<file path="config.mk">
export PLATFORM = sky130hd
export DESIGN_NAME = pipelined_adder_unit
export DESIGN_NICKNAME = d
export VERILOG_FILES = /design/src/rtl/pipelined_adder_unit.sv
export SDC_FILE = /design/constraint.sdc
export NUM_CORES = 1
export LEC_CHECK = 0
export CAP_MARGIN = 25
export CORE_MARGIN = 5
export CORE_UTILIZATION = 30
export CTS_CLUSTER_SIZE = 40
export DETAILED_ROUTE_END_ITERATION = 10
export GPL_ROUTABILITY_DRIVEN = 0
export RECOVER_POWER = 25
export SLEW_MARGIN = 30
export SYNTH_ARGS = -nofsm -noshare
export SYNTH_HDL_FRONTEND = slang
export SYNTH_HIERARCHICAL = 1
export SYNTH_SLANG_ARGS = --single-unit
</file>
<file path="constraint.sdc">
create_clock -name clk_i -period 6.74 [get_ports clk_i]
set_input_delay 1.685 -clock clk_i [delete_from_list [all_inputs] [get_ports clk_i]]
set_output_delay 1.685 -clock clk_i [all_outputs]
set_load 0.1 [all_outputs]
</file>
<file path="src/rtl/pipelined_adder_unit.sv">
// Two-stage pipelined adder/subtractor: the low half is summed in stage 1, the high half in stage 2,
// with the inter-half carry registered between them and a valid/ready handshake on both sides.

module carry_select_adder #(
    parameter int WIDTH       = 32,
    parameter int BLOCK_WIDTH = 4
) (
    input  logic [WIDTH-1:0] a_i,
    input  logic [WIDTH-1:0] b_i,
    input  logic             carry_i,
    output logic [WIDTH-1:0] sum_o,
    output logic             carry_o
);

    localparam int NUM_BLOCKS = WIDTH / BLOCK_WIDTH;

    logic [BLOCK_WIDTH:0] sumNoCarry;
    logic [BLOCK_WIDTH:0] sumWithCarry;
    logic                 chainCarry;

    // Each block precomputes both carry-in cases; the incoming carry only drives a select.
    always_comb begin
        sum_o        = '0;
        sumNoCarry   = '0;
        sumWithCarry = '0;
        chainCarry   = carry_i;
        for (int i = 0; i < NUM_BLOCKS; i++) begin
            sumNoCarry   = {1'b0, a_i[i*BLOCK_WIDTH +: BLOCK_WIDTH]}
                         + {1'b0, b_i[i*BLOCK_WIDTH +: BLOCK_WIDTH]};
            sumWithCarry = {1'b0, a_i[i*BLOCK_WIDTH +: BLOCK_WIDTH]}
                         + {1'b0, b_i[i*BLOCK_WIDTH +: BLOCK_WIDTH]}
                         + {{BLOCK_WIDTH{1'b0}}, 1'b1};
            sum_o[i*BLOCK_WIDTH +: BLOCK_WIDTH] = chainCarry ? sumWithCarry[BLOCK_WIDTH-1:0]
                                                             : sumNoCarry[BLOCK_WIDTH-1:0];
            chainCarry = chainCarry ? sumWithCarry[BLOCK_WIDTH] : sumNoCarry[BLOCK_WIDTH];
        end
        carry_o = chainCarry;
    end

endmodule

module pipelined_adder_unit #(
    parameter int DATA_WIDTH  = 64,
    parameter int BLOCK_WIDTH = 4
) (
    input  logic                  clk_i,
    input  logic                  rst_i,
    input  logic [DATA_WIDTH-1:0] operand_A_i,
    input  logic [DATA_WIDTH-1:0] operand_B_i,
    input  logic                  carry_i,
    input  logic                  subtract_i,
    input  logic                  valid_i,
    output logic                  ready_o,
    output logic [DATA_WIDTH-1:0] result_o,
    output logic                  carry_o,
    output logic                  overflow_o,
    output logic                  valid_o,
    input  logic                  ready_i
);

    localparam int H = DATA_WIDTH / 2;

    logic [DATA_WIDTH-1:0] bEff;
    logic                  carryIn;
    logic [H-1:0]          loSum;
    logic                  loCarry;
    logic [H-1:0]          hiSum;
    logic                  hiCarry;
    logic                  adv;
    logic                  accept;

    logic                  s1Valid_q, s1Valid_d;
    logic [H-1:0]          loSum_q, loSum_d;
    logic                  loCarry_q, loCarry_d;
    logic [H-1:0]          aHi_q, aHi_d;
    logic [H-1:0]          bHi_q, bHi_d;

    logic [DATA_WIDTH-1:0] result_q, result_d;
    logic                  carry_q, carry_d;
    logic                  overflow_q, overflow_d;
    logic                  valid_q, valid_d;

    assign bEff    = subtract_i ? ~operand_B_i : operand_B_i;
    assign carryIn = subtract_i ? 1'b1 : carry_i;

    assign adv     = !valid_q || ready_i;
    assign ready_o = !s1Valid_q || adv;
    assign accept  = valid_i && ready_o;

    carry_select_adder #(
        .WIDTH       (H),
        .BLOCK_WIDTH (BLOCK_WIDTH)
    ) u_lo_adder (
        .a_i     (operand_A_i[H-1:0]),
        .b_i     (bEff[H-1:0]),
        .carry_i (carryIn),
        .sum_o   (loSum),
        .carry_o (loCarry)
    );

    carry_select_adder #(
        .WIDTH       (H),
        .BLOCK_WIDTH (BLOCK_WIDTH)
    ) u_hi_adder (
        .a_i     (aHi_q),
        .b_i     (bHi_q),
        .carry_i (loCarry_q),
        .sum_o   (hiSum),
        .carry_o (hiCarry)
    );

    // Stage 1 only moves when its contents can leave (ready_o); otherwise it holds.
    always_comb begin
        s1Valid_d = s1Valid_q;
        loSum_d   = loSum_q;
        loCarry_d = loCarry_q;
        aHi_d     = aHi_q;
        bHi_d     = bHi_q;
        if (accept) begin
            s1Valid_d = 1'b1;
            loSum_d   = loSum;
            loCarry_d = loCarry;
            aHi_d     = operand_A_i[DATA_WIDTH-1:H];
            bHi_d     = bEff[DATA_WIDTH-1:H];
        end else if (ready_o) begin
            s1Valid_d = 1'b0;
        end
    end

    // Output registers freeze while the consumer stalls a valid result.
    always_comb begin
        result_d   = result_q;
        carry_d    = carry_q;
        overflow_d = overflow_q;
        valid_d    = valid_q;
        if (adv) begin
            result_d   = {hiSum, loSum_q};
            carry_d    = hiCarry;
            overflow_d = (aHi_q[H-1] == bHi_q[H-1]) && (hiSum[H-1] != aHi_q[H-1]);
            valid_d    = s1Valid_q;
        end
    end

    always_ff @(posedge clk_i) begin
        if (rst_i) begin
            s1Valid_q  <= 1'b0;
            loSum_q    <= '0;
            loCarry_q  <= 1'b0;
            aHi_q      <= '0;
            bHi_q      <= '0;
            result_q   <= '0;
            carry_q    <= 1'b0;
            overflow_q <= 1'b0;
            valid_q    <= 1'b0;
        end else begin
            s1Valid_q  <= s1Valid_d;
            loSum_q    <= loSum_d;
            loCarry_q  <= loCarry_d;
            aHi_q      <= aHi_d;
            bHi_q      <= bHi_d;
            result_q   <= result_d;
            carry_q    <= carry_d;
            overflow_q <= overflow_d;
            valid_q    <= valid_d;
        end
    end

    assign result_o   = result_q;
    assign carry_o    = carry_q;
    assign overflow_o = overflow_q;
    assign valid_o    = valid_q;

endmodule
</file>
Yosys cells after proc, flatten, opt, wreduce, memory -nomap -nowiden
Cells that the tools add are included. W data, S select, Z words.

Mux-type cells: 36. Equal/unequal tests: 2. Bitwise logic cells: 1. Reductions and logical operators: 7. Add/sub/neg operators: 32.

Operators with widths (number): $add A4 B4 Y5 (16); $add A5 B1 Y5 const B (16); $mux W4 (16); $mux W64 (1); $not A64 Y64 (1); $mux W1 (19); $logic_and A1 B1 Y1 (2); $logic_not A1 Y1 (2); $logic_or A1 B1 Y1 (2); $reduce_bool A2 Y1 (1); $eq A1 B1 Y1 (1); $ne A1 B1 Y1 (1).

Bits in registers: 165. Logic and storage cells: 87. Output and inout bits: 68. Input port bits: 134.

Longest topological paths before layout
Word-level depth: 12. Gate-level depth with buffers: 19. Gate-level depth less buffers: 18.

By module
Netlist, hierarchy kept.

By module, submodules not included: pipelined_adder_unit (area an instance 6970.4 um2, times used 1, seq. area each 3303.2 um2, cells each 760); carry_select_adder at u_hi_adder (area an instance 1868.0 um2, times used 1, seq. area each 0.0 um2, cells each 211); carry_select_adder at u_lo_adder (area an instance 1785.5 um2, times used 1, seq. area each 0.0 um2, cells each 200).

Worst setup path before layout
OpenSTA, ideal clock, no wires.

Path type: input -> register. Start: input port subtract_i. End: register loSum_q[29]. Stages on the path: 19. Arrival: 5891 ps. Path buffers: 1. Path slack: 728 ps. Library setup time: 121 ps. Data required time: 6619 ps. Cells stage by stage: buf_2 > xor2_1 > ha_1 > fa_1 > ha_1 > nand2_1 > or4_1 > mux2i_1 > o311a_1 > nor3_2 > or3_4 > nand4_1 > nor3b_2 > mux2i_2 > mux2i_4 > xnor2_2 > mux2_4 > nand2b_1 > mux2i_1.

Longest elaborated chain between the ends: 11. Elaborated cells between the ends (all ways): 26. Classes of those cells: add/sub (16); mux (10).

RTL lines: start, declared (RTL line 51) `input logic subtract_i,`; $mux W64 * (RTL line 83) `assign bEff = subtract_i ? ~operand_B_i : operand_B_i;`; named net bEff[0] (RTL line 63) `logic [DATA_WIDTH-1:0] bEff;`; $add A4 B4 Y5 * (RTL line 29, 31); $add A5 B1 Y5 (RTL line 32) `+ {{BLOCK_WIDTH{1'b0}}, 1'b1};`; $mux W1 * (7 in a row) (RTL line 35) `chainCarry = chainCarry ? sumWithCarry[BLOCK_WIDTH] : sumNoCarry[BLOCK_WIDTH];`; $mux W4 * (RTL line 33) `sum_o[i*BLOCK_WIDTH +: BLOCK_WIDTH] = chainCarry ? sumWithCarry[BLOCK_WIDTH-1:0]`; named net loSum[29] (RTL line 65) `logic [H-1:0] loSum;`; end signal, assigned (RTL line 157) `loSum_q <= loSum_d;`; end, declared (RTL line 73) `logic [H-1:0] loSum_q, loSum_d;`.

Mark *: on every way through the listed nets, which the timed path passes. The rest lies on a longest branch. A chain may end at the register's enable or synchronous reset.

Worst setup path after layout
Start: input port valid_i. End: register loSum_q[9].

Longest elaborated chain between the ends: 1.

RTL lines: start, declared (RTL line 52) `input logic valid_i,`; $logic_and A1 B1 Y1 (RTL line 88) `assign accept = valid_i && ready_o;`.

Every way passes these cells.

==> out/metrics.yaml <==
outcome:
  status: "complete, but fails checks"
  violations: "max-capacitance violations, max-slew violations"
placement:
  placed_cell_area_um2: 13000
  hpwl_mm: 19.3
  dp_slack_ns: 0.0527
  io_buffers: 201
critical_path:
  crit_fanout: 33
  critPathLaunchType: "input pin"
  slowest_delay_ns: 2.07
  cp-endpoint: "loSum_q[9]$_SDFFE_PP0P_"
  path_cells: "clkdlybuf4s50_1 > clkbuf_1 > inv_1 > a21oi_1 > buf_4 > mux2i_1"
  slowest_stage: "a21oi_1"
  critPathKind: "input pin to flop"
  r2r_cells: 17
  r2r_end: "overflow_o$_SDFFE_PP0P_"
  cp-end-kind: "flop"
  critical_path_required_ns: 7.08
  cp.arrival_ns: 6.71
  r2r_slack_ns: 1.57
  worstReg2RegStart: "aHi_q[0]$_SDFFE_PP0P_"
  critPathLaunch: "valid_i"
clock_tree:
  post_cts_buffers: 0
  clockBufferDepth: 2
  root_buffer: "clkbuf_16"
  ctsResizeCount: 0
  path_clk_slew_ns: 0.07
  worstSkewPairLatency_ns: 0.42
  cts_made_buffers: 17
  postCtsHoldBufs: 0
  clock-sinks: 165
  htree_levels: 4
  cts_tree: "yes"
yosys:
  synth_edf_count: 0
  ys_types: 59
  syn-cell-area_um2: 10600
  yosys_warnings: 6
  synthFlopType: "dfxtp_1"
  synth_area_leaders: "dfxtp_1 31%, ha_1 9.4%, nand2b_1 7.9%"
  synthMostInstantiatedCell: "dfxtp_1"
  ys_seq_elements: 165
  avgSynthCellArea_um2: 9.07
  async_flop_share_pct: 0
  seq_area_frac_synth_pct: 31.1
  yosysTopAreaCellShare_pct: 31.1
  syn-num-nets: 1401
  yosys-top-cells-count: "165 x dfxtp_1, 157 x nand2_1, 134 x nand2b_1"
  postSynthCellCount: 1171
  synth_top_area_cell: "dfxtp_1"
die:
  io_pins: 202
  die_area_um2: 39300
  rows: 69
  die_x_um: 198
  coreArea_um2: 35200
  initial_core_util_pct: 30.2
  die_h_um: 198
timing:
  maxSlewViolCount: 159
  fmax_ghz: 0.157
  period_needed_ns: 6.37
  rsz0062_at_grt: "no"
  hold_viol_final: 0
  fin_worst_skew_ns: 0.0112
  worst_pin_slew_ns: 3.57
  setup_tns_ns: 0
  setup_slack_ns: 0.374
  setup_viol: 0
  whs_ns: 0.452
  max_slew_margin_pct: -138
  final.period_utilization_pct: 94.5
cells_and_area:
  syn2layout_area_growth_pct: 27.7
  antennaDiodeCount: 0
  final_cell_area_um2: 13600
  fill_cells: 3613
  nets: 1566
  drive_above_1_share_pct: 5.56
drt:
  avgViaCountPerCell: 4.71
  route.detailed.drc: 0
  vias: 8518
  first_pass_iters: 5
  ant_nets: 0
  drt_wl_total_mm: 27.4
  drt_iter0_markers: 319
  detail_route.wl_per_cell_um: 15.2
global_routing:
  grt_start_max_net_pins: 120
  grt_usage_pct: 13.6
  overflow: 0
  grt_pass1_wl_mm: 43.8
  antenna_found_initial: 1
  grt_pass1_vias: 8545
worst_hold_path:
  hp-class: "flop to flop"
job:
  maxCapViolCount: 4
pwr:
  p_per_area_nw_per_um2: 249
  power_leakage_nw: 5.51
  vdd_ir_drop_max_v: 0.000144
[cells in the final DEF (no fill, tap or decap), drive strengths merged, types with 3 or more instances in the layout]
cell type,n
a211oi,34
a21o,34
a21oi,131
a31oi,3
and3,4
buf,11
bufinv,3
clkbuf,24
clkdlybuf4s50,197
clkinv,3
clkinvlp,4
dfxtp,165
fa,16
ha,80
inv,7
mux2,17
mux2i,77
nand2,157
nand2b,134
nand3,10
nand3b,6
nand4,15
nand4b,4
nor2,18
nor2b,4
nor3,6
nor3b,3
o21ai,3
xnor2,85
xor2,70
[state kept, by name (all words and copies together), names as in the netlist]
signal,flops
valid_o,1
loCarry_q,1
s1Valid_q,1
bHi_q,32
result_o,64
overflow_o,1
loSum_q,32
aHi_q,32
carry_o,1
[critical path, delay by kind of cell]
| kind | cells | cell delay, ns |
|---|---|---|
| AO/OA/AOI/OAI | 1 | 2.07 |
| buffers and inverters | 4 | 2.67 |
| multiplexers | 1 | 0.24 |
[stage by stage]
step           power (mW)  std cells  util, %
2_1_floorplan        2.06       1171        -
3_3_place_gp         2.35       1778     36.8
3_5_place_dp         2.37       1778     36.8
4_1_cts              3.42       1810     38.6
5_1_grt              3.57       1810     38.5
6_report             3.38       1810     38.5
[cells by family (layout without fill, tap and decap cells)]
group	Yosys count	after routing	share of synthesized area, %
adder cells (fa/ha/maj)	96	96	12.4
AO/OA/AOI/OAI	216	216	12.5
multiplexers	94	94	9.43
buffers and inverters	72	250	3.47
AND/OR/NAND/NOR	373	373	18.2
XOR/XNOR	155	155	12.8
flip-flops	165	165	31.1
[per-layer routing]
metal	vias to the layer above	GRT usage, %	wire length (um)	part of all wire [%]
li1	4338	-	-	-
met1	3996	18.9	13700	50
met2	157	22.0	12300	45
met3	25	2.47	1040	3.8
met4	2	3.57	397	1.4
met5	-	0	13	0.047
[layout make-up]
cell class              instances  area [um^2]  share of cell area, %
multi-input cells             934         6950                   51.2
flip-flops and latches        165         3300                   24.4
repair buffers                212         2090                   15.4
well taps                     461          577                   4.25
clock buffers                  21          470                   3.47
clock inverters                11          148                   1.09
inverters                       6         22.5                  0.166
[power breakdown]
part           internal, mW  switching, mW
Sequential             1.08         0.0655
Combinational         0.463          0.730
Clock                 0.614          0.424
[worst min-delay path by stage]
stage                         startpoint                        end  slack, ns  cells after the start
2_1_floorplan    loSum_q[0]$_SDFFE_PP0P_   result_o[0]$_SDFFE_PP0P_       0.44                      2
3_3_place_gp    result_o[2]$_SDFFE_PP0P_   result_o[2]$_SDFFE_PP0P_       0.44                      2
3_5_place_dp    loSum_q[16]$_SDFFE_PP0P_  result_o[16]$_SDFFE_PP0P_       0.45                      2
4_1_cts        result_o[32]$_SDFFE_PP0P_  result_o[32]$_SDFFE_PP0P_       0.46                      2
5_1_grt        result_o[35]$_SDFFE_PP0P_  result_o[35]$_SDFFE_PP0P_       0.47                      2
6_report       result_o[51]$_SDFFE_PP0P_  result_o[51]$_SDFFE_PP0P_       0.45                      2
(Power assumes the default switching activity.)
